File: src/rtl/div_pkg.sv
// Shared definitions for the multi-cycle restoring divider: default width,
// FSM state encoding and the iteration counter sizing helper.
package div_pkg;

  localparam int DIV_WIDTH = 32;

  localparam logic [1:0] S_IDLE = 2'd0;
  localparam logic [1:0] S_RUN  = 2'd1;
  localparam logic [1:0] S_FIX  = 2'd2;
  localparam logic [1:0] S_DONE = 2'd3;

  // One extra bit so the counter can represent WIDTH itself.
  function automatic int cnt_width(input int width);
    return $clog2(width) + 1;
  endfunction

endpackage

File: src/rtl/div_step.sv
// One combinational restoring-division iteration: shift in the next dividend
// bit, trial-subtract the divisor magnitude, keep or restore.
module div_step
  import div_pkg::*;
#(
  parameter int WIDTH = DIV_WIDTH
) (
  input  logic [WIDTH-1:0] rem_in,
  input  logic             dividend_bit,
  input  logic [WIDTH-1:0] divisor_mag,
  output logic [WIDTH-1:0] rem_out,
  output logic             q_bit
);

  logic [WIDTH:0]   partial;
  logic [WIDTH-1:0] diff_lo;

  // The partial remainder is always below 2*divisor, so a non-negative
  // difference fits in WIDTH bits and the low-order subtraction is exact.
  always_comb begin
    partial = {rem_in, dividend_bit};
    q_bit   = (partial >= {1'b0, divisor_mag});
    diff_lo = partial[WIDTH-1:0] - divisor_mag;
    rem_out = q_bit ? diff_lo : partial[WIDTH-1:0];
  end

endmodule

File: src/rtl/div_unit.sv
// Multi-cycle DIV/DIVU unit: start/done handshake, WIDTH restoring steps,
// then sign fix-up and a registered result held until the next division.
module div_unit
  import div_pkg::*;
#(
  parameter int WIDTH = DIV_WIDTH
) (
  input  logic             clk,
  input  logic             rst,
  input  logic             start,
  input  logic             is_signed,
  input  logic [WIDTH-1:0] dividend,
  input  logic [WIDTH-1:0] divisor,
  output logic             busy,
  output logic             done,
  output logic [WIDTH-1:0] quotient,
  output logic [WIDTH-1:0] remainder,
  output logic             div_by_zero
);

  localparam int CNT_W = cnt_width(WIDTH);

  logic [1:0]       state;
  logic [CNT_W-1:0] cnt;
  logic [WIDTH-1:0] rem_r;
  logic [WIDTH-1:0] quo_r;
  logic [WIDTH-1:0] dvs_mag;
  logic [WIDTH-1:0] dividend_cap;
  logic             neg_dividend;
  logic             neg_divisor;
  logic             dvz;

  logic [WIDTH-1:0] step_rem;
  logic             step_q;

  div_step #(.WIDTH(WIDTH)) u_step (
    .rem_in      (rem_r),
    .dividend_bit(quo_r[WIDTH-1]),
    .divisor_mag (dvs_mag),
    .rem_out     (step_rem),
    .q_bit       (step_q)
  );

  assign busy = (state != S_IDLE);

  // quo_r starts as the dividend magnitude; its MSB feeds each step while
  // quotient bits shift in from the bottom. DONE lasts two cycles: the
  // first loads the outputs, the second carries the done pulse.
  always_ff @(posedge clk or posedge rst) begin
    if (rst) begin
      state        <= S_IDLE;
      cnt          <= '0;
      rem_r        <= '0;
      quo_r        <= '0;
      dvs_mag      <= '0;
      dividend_cap <= '0;
      neg_dividend <= 1'b0;
      neg_divisor  <= 1'b0;
      dvz          <= 1'b0;
      done         <= 1'b0;
      quotient     <= '0;
      remainder    <= '0;
      div_by_zero  <= 1'b0;
    end else begin
      case (state)
        S_IDLE: begin
          if (start) begin
            dividend_cap <= dividend;
            neg_dividend <= is_signed & dividend[WIDTH-1];
            neg_divisor  <= is_signed & divisor[WIDTH-1];
            quo_r        <= (is_signed & dividend[WIDTH-1]) ? -dividend : dividend;
            dvs_mag      <= (is_signed & divisor[WIDTH-1]) ? -divisor : divisor;
            dvz          <= (divisor == '0);
            rem_r        <= '0;
            cnt          <= '0;
            state        <= S_RUN;
          end
        end
        S_RUN: begin
          rem_r <= step_rem;
          quo_r <= {quo_r[WIDTH-2:0], step_q};
          cnt   <= cnt + CNT_W'(1);
          if (cnt == CNT_W'(WIDTH - 1)) begin
            state <= S_FIX;
          end
        end
        S_FIX: begin
          if (dvz) begin
            quo_r <= '1;
            rem_r <= dividend_cap;
          end else begin
            quo_r <= (neg_dividend ^ neg_divisor) ? -quo_r : quo_r;
            rem_r <= neg_dividend ? -rem_r : rem_r;
          end
          state <= S_DONE;
        end
        S_DONE: begin
          if (!done) begin
            quotient    <= quo_r;
            remainder   <= rem_r;
            div_by_zero <= dvz;
            done        <= 1'b1;
          end else begin
            done  <= 1'b0;
            state <= S_IDLE;
          end
        end
        default: begin
          state <= S_IDLE;
        end
      endcase
    end
  end

endmodule

File: config.mk
export PLATFORM = sky130hd
export DESIGN_NAME = div_unit
export DESIGN_NICKNAME = d
export VERILOG_FILES = /design/src/rtl/div_pkg.sv /design/src/rtl/div_step.sv /design/src/rtl/div_unit.sv
export SDC_FILE = /design/constraint.sdc
export NUM_CORES = 1
export LEC_CHECK = 0
export ABC_AREA = 1
export CAP_MARGIN = 20
export CORE_AREA = 2 2 252 254
export CTS_CLUSTER_SIZE = 40
export DETAILED_ROUTE_END_ITERATION = 12
export DIE_AREA = 0 0 254 256
export PLACE_DENSITY_LB_ADDON = 0.3
export REMOVE_ABC_BUFFERS = 1
export SYNTH_ARGS = -nofsm -noshare
export SYNTH_HDL_FRONTEND = slang
export SYNTH_SLANG_ARGS = --single-unit
File: constraint.sdc
create_clock -name clk -period 11.23 [get_ports clk]
set_input_delay 3.369 -clock clk [delete_from_list [all_inputs] [get_ports clk]]
set_output_delay 3.369 -clock clk [all_outputs]
set_load 0.02 [all_outputs]
==> metrics.md <==
| Metric | Value |
|---|---|
| DIE AREA | 0.0650 mm² |
| Number of synthesized flops with an enable pin | 0 |
| Final count of pins violating max slew | 0 |
| Final Hold Viols | 0 |
| Final instance count without filler cells | 3,372 |
| H-tree Lvls | 1 |
| WS Path Type | in -> reg |
| Iter 0 DRT Violations | 1,355 |
| Worst-margin pin slew | 999 ps |
| Largest family of logic cells by synthesized area | simple AND/OR/NAND/NOR gates |
| M2 GR Usage | 0.261 |
| CTS tree | built |
| Fin Clk Skew | 12.9 ps |
| Crit path from | is_signed |
| Max-Slew Margin vs Limit | 0.333 |
| Pin count of the biggest net entering global routing | 81 |
| Clock latency on the worst-skew pair | 570 ps |
| Power density over the cells | 291 mW/mm² |
| Multiplexer share of the synthesized area | 0 |
| Min-delay src | remainder[28] |
| RePlAce Congestion | 0.917 |
| Chip height | 256 µm |
| Vias per cell | 4.64 |
| Area leader, netlist | dfrtp_1 |
| Bufs and invs on worst path | 2 |
| Width of the die | 254 µm |
| Dpl hpwl | 40,400 µm |
| Placed insts | 3,320 |
| CP Depth | 7 |
| CTS clk-pin slew, worst paths | 60 ps |
| M3 GR Usage | 0.0213 |
| Min cycle time layout | 5480 ps |
| Initial Util | 0.247 |
| I/O Buffers | 134 |
| XOR/XNOR share of the synthesized area | 0.0353 |
| Leak | 0.00922 µW |
| Pwr Total | 5360 µW |
| Seq/Total Area, Yosys | 0.333 |
| Layout area overhead | 19.9% |
| RSZ-0062 raised after global routing | no |
| Layout cell share with drive strength beyond 1 | 0.0444 |
| DRC violations left | 0 |
| Total Neg Setup Slack | 0 ps |
| Vias in the first global route | 14,767 |
| All-Layer GR Usage | 0.165 |
| Syn_area_per_cell | 6.37 µm² |
| I/O pin count | 135 |
| Status | complete, no violations |
| Core area | 0.0624 mm² |
| Worst setup SP type | primary input |
| DRT antenna net count | 0 |
| Drt first pass iters | 5 |
| Reg2reg start | quo_r[31] |
| Max Cap Viol | 0 |
| Root Driver | clkbuf_16 |
| Hold buffers post-CTS | 0 |
| Primary FF master, synth | dfrtp_1 |
| Mapped Cells | 2,413 |
| Area share of fa/ha/maj cells after synthesis | 0.0355 |
| Synth area leaders | dfrtp_1 (33%), nand2_1 (20%), inv_1 (7.7%) |
| Slowest cell delay on critical path | 700 ps |
| TritonCTS Buffers | 27 |
| Top-count cell post-synth | nand2_1 |
| Worst Path Required | 11,640 ps |
| Clk buf depth | 3 |
| Top cell by count, worst path | o21ai_0 |
| CP max FO | 26 |
| Crit share post-route | 0.488 |
| Synth unique cells | 49 |
| Synth warnings | 0 |
| DRT Wirelength | 53,700 µm |
| Async SR Flop Fraction | 1.00 |
| Crit path DAT | 5880 ps |
| Final setup vio count | 0 |
| CP max-delay cell | clkdlybuf4s50_1 |
| Final instance area | 0.0184 mm² |
| WL/cell | 15.9 µm |
| Global-route wire length before repair | 85,000 µm |
| Postcts setup bufs | 0 |
| Cell row count | 92 |
| Top Family by Delay on Critical Path | buffers and inverters |
| Synth Cell Area | 0.0154 mm² |
| Initial antenna violation count | 4 |
| Post-CTS sizing | 0 |
| Worst r2r path cells | 17 |
| TritonCTS Sinks | 205 |
| Most Crowded Layer GR | met2 |
| Top post-synthesis cells by count | nand2_1 (824), inv_1 (315), o21ai_0 (229) |
| Placed Area | 0.0175 mm² |
| Max Fclk | 0.183 GHz |
| Post-synth top area share | 0.333 |
| Vias | 15,631 |
| Hold Crit Depth | 2 |
| CP Cell Sequence | clkdlybuf4s50_1, nand2_1, inv_1, o21ai_0, or2_2, nand3_1, o21ai_0 |
| Synth Area in Compound Gates | 0.117 |
| Synth Area in Simple Gates | 0.375 |
| Maximum vdd drop | 129 µV |
| Number of synthesized register bits | 205 |
| M1 GR Usage | 0.233 |
| Grt total ovfl | 0 |
| CP Capture Type | flop |
| Fin nets | 2,614 |
| Tightest Hold Check Type | reg -> reg |
-- per-stage QoR --
step                hold slack [ps]  utilization  setup slack [ps]
CTS                             486        0.295              5730
global route                    500        0.296              5520
finish                          481        0.296              5750
global placement                466        0.281              5230
floorplan                       448            -              2270
detailed placement              471        0.281              5170
-- sequential cells by signal, indices dropped and copies added, names as in the netlist --
register	count
done	1
div_by_zero	1
state	2
rem_r	32
dvz	1
remainder	32
dividend_cap	32
quo_r	32
neg_dividend	1
cnt	6
quotient	32
neg_divisor	1
dvs_mag	32
-- cells by family (layout without fill, tap and decap cells) --
family / count (synthesis) / count (layout)
other: 0 / 2
and+or+nand+nor: 1364 / 1364
buffers and inverters: 404 / 515
DFF: 205 / 205
xor gates and xnor gates: 62 / 62
AOI/OAI and AO/OA: 335 / 335
adders and majority gates: 43 / 43
-- worst paths after layout --
check                                 to  slack, ps
setup / recovery             dvs_mag[25]       5750
hold / removal             remainder[28]        480
setup reg to reg               rem_r[29]       7620
hold reg to reg            remainder[28]        480
max in group asynchronous   quotient[29]       6480
min in group asynchronous     dvs_mag[4]       3310
-- power by group --
part / switching, µW / internal, µW / leakage, µW
Clock: 367 / 527 / 0.000443
Sequential: 246 / 1060 / 0.00262
Combinational: 2110 / 1040 / 0.00615
-- layer usage --
metal	up-vias	share of wire
met3	71	0.056
met4	2	0.028
met1	7215	0.47
met5	-	0.00024
li1	7891	-
met2	452	0.45
-- placed cells by master (no fill, tap or decap), types with 3 or more instances in the layout --
cell type and n:
nand2_1 823, inv_1 314, o21ai_0 229, nor2_1 206, dfrtp_1 205, nand3_1 204, clkdlybuf4s50_1 134, a21oi_1 51
xor2_1 43, ha_1 41, nand4_1 39, nor3_1 27, clkbuf_16 27, xnor2_1 19, a31oi_1 13, o211ai_1 13
buf_4 13, nand3_2 11, nand2_2 9, nand3b_1 8, nor2_2 8, nor4_1 7, or2_2 6, o21ai_1 6
clkbuf_1 6, nor2_4 5, clkbuf_8 5, o221ai_1 4, inv_2 3, nand2_4 3, o21bai_1 3, a22oi_1 3
clkinv_2 3
-- worst min-delay path, stage by stage, from the launching register on --
cell and delay, ps:
dfrtp_1 340, nand2_1 50, o21ai_0 50
-- final cells by class --
type / instances / area (µm²)
timing repair buffer: 147 / 1440
antenna: 2 / 5.00
sequential: 205 / 5130
fill: 7047 / 44000
clock inverter: 12 / 145
clock buffer: 38 / 767
tap: 846 / 1060
multi-input combinational: 1804 / 8690
inverter: 318 / 1200
Power figures use the tool's default switching activity.
